`src/rtl/modmul_serial_if.sv`:
```
// rtl/modmul_serial_if.sv - operand/result handshake bundle for modmul_serial
interface modmul_serial_if #(
  parameter int WIDTH = 128
) ();
  logic             in_valid;
  logic             in_ready;
  logic [WIDTH-1:0] a;
  logic [WIDTH-1:0] b;
  logic [WIDTH-1:0] n;
  logic             out_valid;
  logic             out_ready;
  logic [WIDTH-1:0] result;
  logic             out_err;
  logic             busy;

  modport master (
    output in_valid, a, b, n, out_ready,
    input  in_ready, out_valid, result, out_err, busy
  );

  modport slave (
    input  in_valid, a, b, n, out_ready,
    output in_ready, out_valid, result, out_err, busy
  );
endinterface

```
`src/rtl/modmul_serial.sv`:
```
// rtl/modmul_serial.sv - serial MSB-first modular multiplier, result = (a*b) mod n
module modmul_serial #(
  parameter int WIDTH = 128,
  parameter int CNT_W = $clog2(WIDTH) + 1
) (
  input logic           clk,
  input logic           reset,
  modmul_serial_if.slave bus
);
  localparam int EW    = WIDTH + 2;
  localparam int IDX_W = $clog2(WIDTH);

  typedef enum logic [1:0] {IDLE, CALC, DONE} state_t;
  state_t state, state_next;

  logic [WIDTH-1:0] a_q, b_q, n_q, r, result_q;
  logic [CNT_W-1:0] cnt;
  logic             out_err_q;
  logic             reject;
  logic             a_bit;
  logic [EW-1:0]    n_ext, t0, t1;
  logic [WIDTH-1:0] r_next;

  // Invariant r < n and b < n keeps t0 below 3n, so two conditional subtracts suffice.
  always_comb begin
    reject = (bus.n == '0) || (bus.a >= bus.n) || (bus.b >= bus.n);
    n_ext  = {2'b00, n_q};
    a_bit  = a_q[cnt[IDX_W-1:0]];
    t0     = {1'b0, r, 1'b0} + {2'b00, (a_bit ? b_q : {WIDTH{1'b0}})};
    t1     = (t0 >= n_ext) ? (t0 - n_ext) : t0;
    r_next = WIDTH'((t1 >= n_ext) ? (t1 - n_ext) : t1);
  end

  always_ff @(posedge clk) begin
    if (reset) state <= IDLE;
    else       state <= state_next;
  end

  always_comb begin
    state_next    = state;
    bus.in_ready  = 1'b0;
    bus.out_valid = 1'b0;
    bus.busy      = 1'b0;
    case (state)
      IDLE: begin
        bus.in_ready = 1'b1;
        if (bus.in_valid) state_next = reject ? DONE : CALC;
      end
      CALC: begin
        bus.busy = 1'b1;
        if (cnt == '0) state_next = DONE;
      end
      DONE: begin
        bus.out_valid = 1'b1;
        if (bus.out_ready) state_next = IDLE;
      end
      default: state_next = IDLE;
    endcase
  end

  always_ff @(posedge clk) begin
    if (reset) begin
      a_q       <= '0;
      b_q       <= '0;
      n_q       <= '0;
      r         <= '0;
      cnt       <= '0;
      result_q  <= '0;
      out_err_q <= 1'b0;
    end else begin
      case (state)
        IDLE: begin
          if (bus.in_valid) begin
            a_q <= bus.a;
            b_q <= bus.b;
            n_q <= bus.n;
            r   <= '0;
            cnt <= CNT_W'(WIDTH - 1);
            if (reject) begin
              result_q  <= '0;
              out_err_q <= 1'b1;
            end
          end
        end
        CALC: begin
          r   <= r_next;
          cnt <= cnt - CNT_W'(1);
          if (cnt == '0) begin
            result_q  <= r_next;
            out_err_q <= 1'b0;
          end
        end
        default: ;
      endcase
    end
  end

  assign bus.result  = result_q;
  assign bus.out_err = out_err_q;
endmodule

```
`src/flat_wrapper.sv`:
```
// flat-port wrapper written by rule: the top's interface ports become plain ports
module modmul_serial_flat 
#(
  parameter int WIDTH = 128,
  parameter int CNT_W = $clog2(WIDTH) + 1
)
  (clk, reset, bus_in_valid, bus_a, bus_b, bus_n, bus_out_ready, bus_in_ready, bus_out_valid, bus_result, bus_out_err, bus_busy);
  modmul_serial_if #(.WIDTH(WIDTH)) bus_i ();
  input logic clk;
  input logic reset;
  input wire logic [$bits(bus_i.in_valid)-1:0] bus_in_valid;
  input wire logic [$bits(bus_i.a)-1:0] bus_a;
  input wire logic [$bits(bus_i.b)-1:0] bus_b;
  input wire logic [$bits(bus_i.n)-1:0] bus_n;
  input wire logic [$bits(bus_i.out_ready)-1:0] bus_out_ready;
  output wire logic [$bits(bus_i.in_ready)-1:0] bus_in_ready;
  output wire logic [$bits(bus_i.out_valid)-1:0] bus_out_valid;
  output wire logic [$bits(bus_i.result)-1:0] bus_result;
  output wire logic [$bits(bus_i.out_err)-1:0] bus_out_err;
  output wire logic [$bits(bus_i.busy)-1:0] bus_busy;
  assign bus_i.in_valid = bus_in_valid;
  assign bus_i.a = bus_a;
  assign bus_i.b = bus_b;
  assign bus_i.n = bus_n;
  assign bus_i.out_ready = bus_out_ready;
  assign bus_in_ready = bus_i.in_ready;
  assign bus_out_valid = bus_i.out_valid;
  assign bus_result = bus_i.result;
  assign bus_out_err = bus_i.out_err;
  assign bus_busy = bus_i.busy;
  modmul_serial #(.WIDTH(WIDTH), .CNT_W(CNT_W)) u_core (.clk(clk), .reset(reset), .bus(bus_i));
endmodule
```
`config.mk`:
```
export PLATFORM = sky130hd
export DESIGN_NAME = modmul_serial_flat
export DESIGN_NICKNAME = d
export VERILOG_FILES = /design/src/rtl/modmul_serial_if.sv /design/src/rtl/modmul_serial.sv /design/src/flat_wrapper.sv
export SDC_FILE = /design/constraint.sdc
export NUM_CORES = 2
export LEC_CHECK = 0
export BUFFER_PORTS_ARGS = -buffer_cell sky130_fd_sc_hd__buf_2
export CAP_MARGIN = 20
export CORE_ASPECT_RATIO = 0.75
export CORE_UTILIZATION = 60
export CTS_CLUSTER_DIAMETER = 150
export DETAILED_ROUTE_END_ITERATION = 6
export PLACE_DENSITY = 0.8
export RECOVER_POWER = 100
export SLEW_MARGIN = 10
export SYNTH_ARGS = -nofsm -noshare
export SYNTH_HDL_FRONTEND = slang
export SYNTH_SLANG_ARGS = --single-unit
```
`constraint.sdc`:
```
create_clock -name clk -period 21.4 [get_ports clk]
set_input_delay 0 -clock clk [delete_from_list [all_inputs] [get_ports clk]]
set_output_delay 0 -clock clk [all_outputs]
set_load 0.1 [all_outputs]
```
==> results.yml, run 1 <==
run_status:
  outcome: "aborted with a tool error"
  stop_stage: "5_1_grt"
  first_error_in_the_log: "[ERROR GRT-0116] Global routing finished with congestion. Check the congestion regions in the DRC Viewer."
yosys:
  flip_flop_and_latch_count_after_synthesis: 651
  ys.flop_type: "sky130_fd_sc_hd__dfxtp_1"
  ys_async_sr_fraction_pct: 0
  synthCells: 8011
  mean_instance_size_in_the_synthesized_netlist_um2: 7.16
  seq_area_frac_synth_pct: 22.7
  synth.distinct_cells: 83
  total_standard_cell_area_after_synthesis_mm2: 0.0574
  edff_count_synth: 0
  synthesis.nets: 9043
  synth_warn: 0
floorplanning:
  dieHeight_um: 270
  ios: 520
  initial_core_util_pct: 61.0
  rows: 97
  floorplan.die.width_um: 359
place:
  count_of_buffers_inserted_at_the_top_level_ports: 519
  placed_area_mm2: 0.0602
  dp.final_hpwl_mm: 225
  place.gp.congestion: 1.17
  pre_cts_ws_ns: 2.93
clock_tree:
  tritoncts_buffers: 68
  tritoncts_num_sinks: 651
  clock_tree.htree_level_count: 3
  ctsLongestPathBuffers: 3
  clock-root-buffer: "sky130_fd_sc_hd__clkbuf_16"
  setup_fix_bufs_post_cts: 0
grt:
  grt_max_degree: 203
  first_global_vias: 72677
  gr-total-overflow: 47
  track_usage_pct: 67.8
  wire_length_of_the_first_global_routing_pass_mm: 487
[repair_timing]
action,in CTS
resized for setup,0
endpoints found under the hold margin,391
endpoints found under the setup margin,0
hold buffers,491
[cells in the mapped netlist (all sizes together), types with 45 or more instances]
cell type	number	area (um^2)
xor2	156	1370
xnor2	217	1900
nor2b	168	1050
inv	404	1520
dfxtp	651	13000
nor4	71	444
clkbuf	389	1460
nand4	213	1330
buf	62	315
ha	641	8020
a21oi	1160	5810
nor2	493	1850
nand3	91	455
a22o	45	394
o21bai	101	758
o21a	53	398
nor3	100	500
nand2b	47	294
nand2	1423	5340
o21ai	576	2890
mux2	57	676
a21o	284	2130
[per-stage QoR]
stage | hold WS [ns] | utilization (%) | instances
after global placement | 0.257 | 64.0 | 9360
after CTS | 0.0912 | 71.8 | 9976
after floorplan | 0.136 | - | 8011
after detailed placement | 0.262 | 64.0 | 9362
[logic make-up after synthesis]
family	after synthesis	share of synthesized area (%)
AOI/OAI and AO/OA	2593	26.9
xor gates and xnor gates	373	5.69
adders and majority gates	644	14.1
buffers and inverters	855	5.74
DFF	651	22.7
muxes	130	3.30
and+or+nand+nor	2765	21.6
[metal layers]
layer  GRT overflow  global-route usage (%)
met1              0                    78.7
met2             16                    73.5
met3              2                    63.3
met4             29                    40.2
met5              0                    38.0
==> run 2: changes to the inputs <==
--- a/config.mk
+++ b/config.mk
@@ -7,11 +7,9 @@
 export LEC_CHECK = 0
 export BUFFER_PORTS_ARGS = -buffer_cell sky130_fd_sc_hd__buf_2
 export CAP_MARGIN = 20
-export CORE_ASPECT_RATIO = 0.75
-export CORE_UTILIZATION = 60
-export CTS_CLUSTER_DIAMETER = 150
+export CORE_UTILIZATION = 40
 export DETAILED_ROUTE_END_ITERATION = 6
-export PLACE_DENSITY = 0.8
+export PLACE_DENSITY_LB_ADDON = 0.15
 export RECOVER_POWER = 100
 export SLEW_MARGIN = 10
 export SYNTH_ARGS = -nofsm -noshare
==> run 2 against run 1 <==
  * The flow now finishes, with violations (DRC, capacitance limit, slew limit)
  * Synthesized cell count did not move
  * Area after synthesis did not move
==> results.yml, run 2 <==
run_status:
  outcome: "finished with violations"
  violations: "DRC, capacitance limit, slew limit"
timing:
  worstMarginPinSlew_ns: 10.58
  setup_viol: 0
  maxClockFrequency_ghz: 0.0493
  rsz0062_at_grt: "no"
  timing.slew.headroom_pct: -606
  final-hold-violation-count: 0
  min_period_over_period_pct: 94.8
  layout_min_cycle_time_ns: 20.30
  timing_max_transition_violations_final: 727
  fin_setup_tns_ns: 0
  final.setup_skew_ns: 0.0673
yosys:
  ys.flop_type: "sky130_fd_sc_hd__dfxtp_1"
  synthCells: 8011
  yosys.cell_count.top_type: "sky130_fd_sc_hd__nand2_1"
  synth.distinct_cells: 83
  edff_count_synth: 0
  synthesis.nets: 9043
  netlist.area_leader.share_pct: 22.7
  mean_instance_size_in_the_synthesized_netlist_um2: 7.16
  seq_area_frac_synth_pct: 22.7
  synth_warn: 0
  yosys-top-cells-area: "sky130_fd_sc_hd__dfxtp_1 23%, sky130_fd_sc_hd__ha_1 14%, sky130_fd_sc_hd__a21oi_1 10%"
  ys_async_sr_fraction_pct: 0
  synthTopCellsByCount: "1423 x sky130_fd_sc_hd__nand2_1, 1159 x sky130_fd_sc_hd__a21oi_1, 651 x sky130_fd_sc_hd__dfxtp_1, 641 x sky130_fd_sc_hd__ha_1, 565 x sky130_fd_sc_hd__o21ai_0"
  flip_flop_and_latch_count_after_synthesis: 651
  synth_largest_area_cell: "sky130_fd_sc_hd__dfxtp_1"
  total_standard_cell_area_after_synthesis_mm2: 0.0574
setup_path:
  worstPathArrival_ns: 20.88
  worst_path_most_repeated_cell: "sky130_fd_sc_hd__buf_4"
  critical_path.startpoint_type: "register"
  critPathMaxStageDelay_ns: 1.49
  critical-path-top-delay-family: "compound AO/OA/AOI/OAI gates"
  setup.worst_path.class: "reg -> reg"
  timing.critical_path.required_ns: 21.99
  cpMaxStageDelayCell: "sky130_fd_sc_hd__dfxtp_1"
  worst_setup_path_end_kind: "register"
  critPathBufInv: 9
  worst_path_fanout_max: 128
detailed_routing:
  wl_met1_mm: 134
  route.detailed.wl_per_inst_um: 27.1
  detail_route.vias_per_cell: 6.07
  post-route-drc-count: 2
  residual_antenna_violating_net_count_after_detailed_routing: 0
  drt-initial-drc-count: 8209
  met3_wirelength_mm: 31.4
  num_vias: 64740
  postRouteWirelength_mm: 289
  topRoutingLayerUsed: "met5"
  firstDrtPassIters: 7
  dr_wl_met2_mm: 113
grt:
  grt_max_degree: 228
  antenna_violations_before_repair: 15
  gr-total-overflow: 0
  first_global_vias: 60081
  wire_length_of_the_first_global_routing_pass_mm: 411
  track_usage_pct: 38.1
clock_tree:
  setup_fix_bufs_post_cts: 0
  clkLatencyLatePin_ns: 0.74
  tritoncts_buffers: 81
  tritoncts_clock_tree: "done"
  clock-root-buffer: "sky130_fd_sc_hd__clkbuf_16"
  tritoncts_num_sinks: 651
  cts.clk_slew.worst_paths_ns: 0.06
  clock_tree.htree_level_count: 3
  ctsLongestPathBuffers: 3
floorplanning:
  fp.dieArea_mm2: 0.145
  floorplan.die.width_um: 381
  dieHeight_um: 381
  initial_core_util_pct: 40.4
  core_region_area_mm2: 0.142
  rows: 138
  ios: 520
cells_and_area:
  most_common_library_cell_in_the_layout_ignoring_fill_and_taps: "sky130_fd_sc_hd__nand2_1"
  synthToLayoutAreaGrowth_pct: 19.3
  fillerInstances: 14444
  layout-drive-gt1-share_pct: 8.05
  layout.core_utilization_pct: 48.2
  final_net_count: 9722
  layout_common_cells: "1422 x sky130_fd_sc_hd__nand2_1, 1158 x sky130_fd_sc_hd__a21oi_1, 650 x sky130_fd_sc_hd__dfxtp_1"
  finalInstanceArea_mm2: 0.0685
place:
  placed_area_mm2: 0.0611
  count_of_buffers_inserted_at_the_top_level_ports: 519
  place.gp.congestion: 1.05
  dp.final_hpwl_mm: 234
flow_run:
  cap_viol_max_count: 7
hold_path:
  worst_hold_path_type: "in -> reg"
-- run 2: cell counts after synthesis --
No cell type changed its count.
-- run 2: worst min-delay path: cells and delay by family --
kind / cells / cell delay (ns)
compound gates: 1 / 0.05
buf+inv: 2 / 0.65
simple gates: 1 / 0.05
-- run 2: path summary, 6_finish.rpt --
kind,startpoint,end,slack (ns),cells after the start
max,u_core.cnt[0]$_SDFFE_PP0P_,u_core.r[116]$_SDFFE_PP0P_,1.10,51
min,bus_a[117],u_core.a_q[117]$_SDFFE_PP0P_,0.10,4
max reg2reg,u_core.cnt[0]$_SDFFE_PP0P_,u_core.r[116]$_SDFFE_PP0P_,1.10,51
min reg2reg,u_core.bus.result[97]$_SDFFE_PP0P_,u_core.bus.result[97]$_SDFFE_PP0P_,0.45,2
-- run 2: per-stage QoR --
stage / worst slack (ns) / std cells / hold WS (ns)
after floorplan: 8.07 / 8011 / 0.136
after global placement: 2.42 / 10020 / 0.261
after detailed placement: 2.31 / 10020 / 0.263
after CTS: 2.28 / 10645 / 0.0660
after global routing: 0.707 / 10646 / 0.111
final: 1.10 / 10657 / 0.102
-- run 2: kinds of logic after synthesis --
family / count (synthesis) / synth area share [%]
DFF: 651 / 22.7
buffers and inverters: 855 / 5.74
muxes: 130 / 3.30
xor gates and xnor gates: 373 / 5.69
AOI/OAI and AO/OA: 2593 / 26.9
and+or+nand+nor: 2765 / 21.6
adders and majority gates: 644 / 14.1
-- run 2: cell type report --
| class | instances | area [um^2] | share of cell area (%) |
|---|---|---|---|
| Antenna cell | 12 | 30.0 | 0.0439 |
| Clock buffer | 111 | 2310 | 3.38 |
| Clock inverter | 37 | 493 | 0.720 |
| Inverter | 404 | 1520 | 2.21 |
| Multi-Input combinational cell | 6505 | 41100 | 60.0 |
| Sequential cell | 651 | 13000 | 19.0 |
| Tap cell | 1890 | 2360 | 3.45 |
| Timing Repair Buffer | 1047 | 7630 | 11.1 |
-- run 2: timing repair --
| action | CTS | global route |
|---|---|---|
| hold buffers | 477 | 0 |
| hold endpoints to repair | 389 | 0 |
| endpoints found under the setup margin | 0 | 0 |
| gates resized for setup | 0 | 0 |
-- run 2: layer usage --
metal  track usage [%]  vias to the layer above
li1                  -                    29835
met1              56.7                    31122
met2              52.7                     3316
met3              8.76                      459
met4              13.4                        8
met5                 0                        -
Power of run 2 is not shown: default switching activity piles up to over one toggle a cycle in this logic, so the estimate is an artifact.
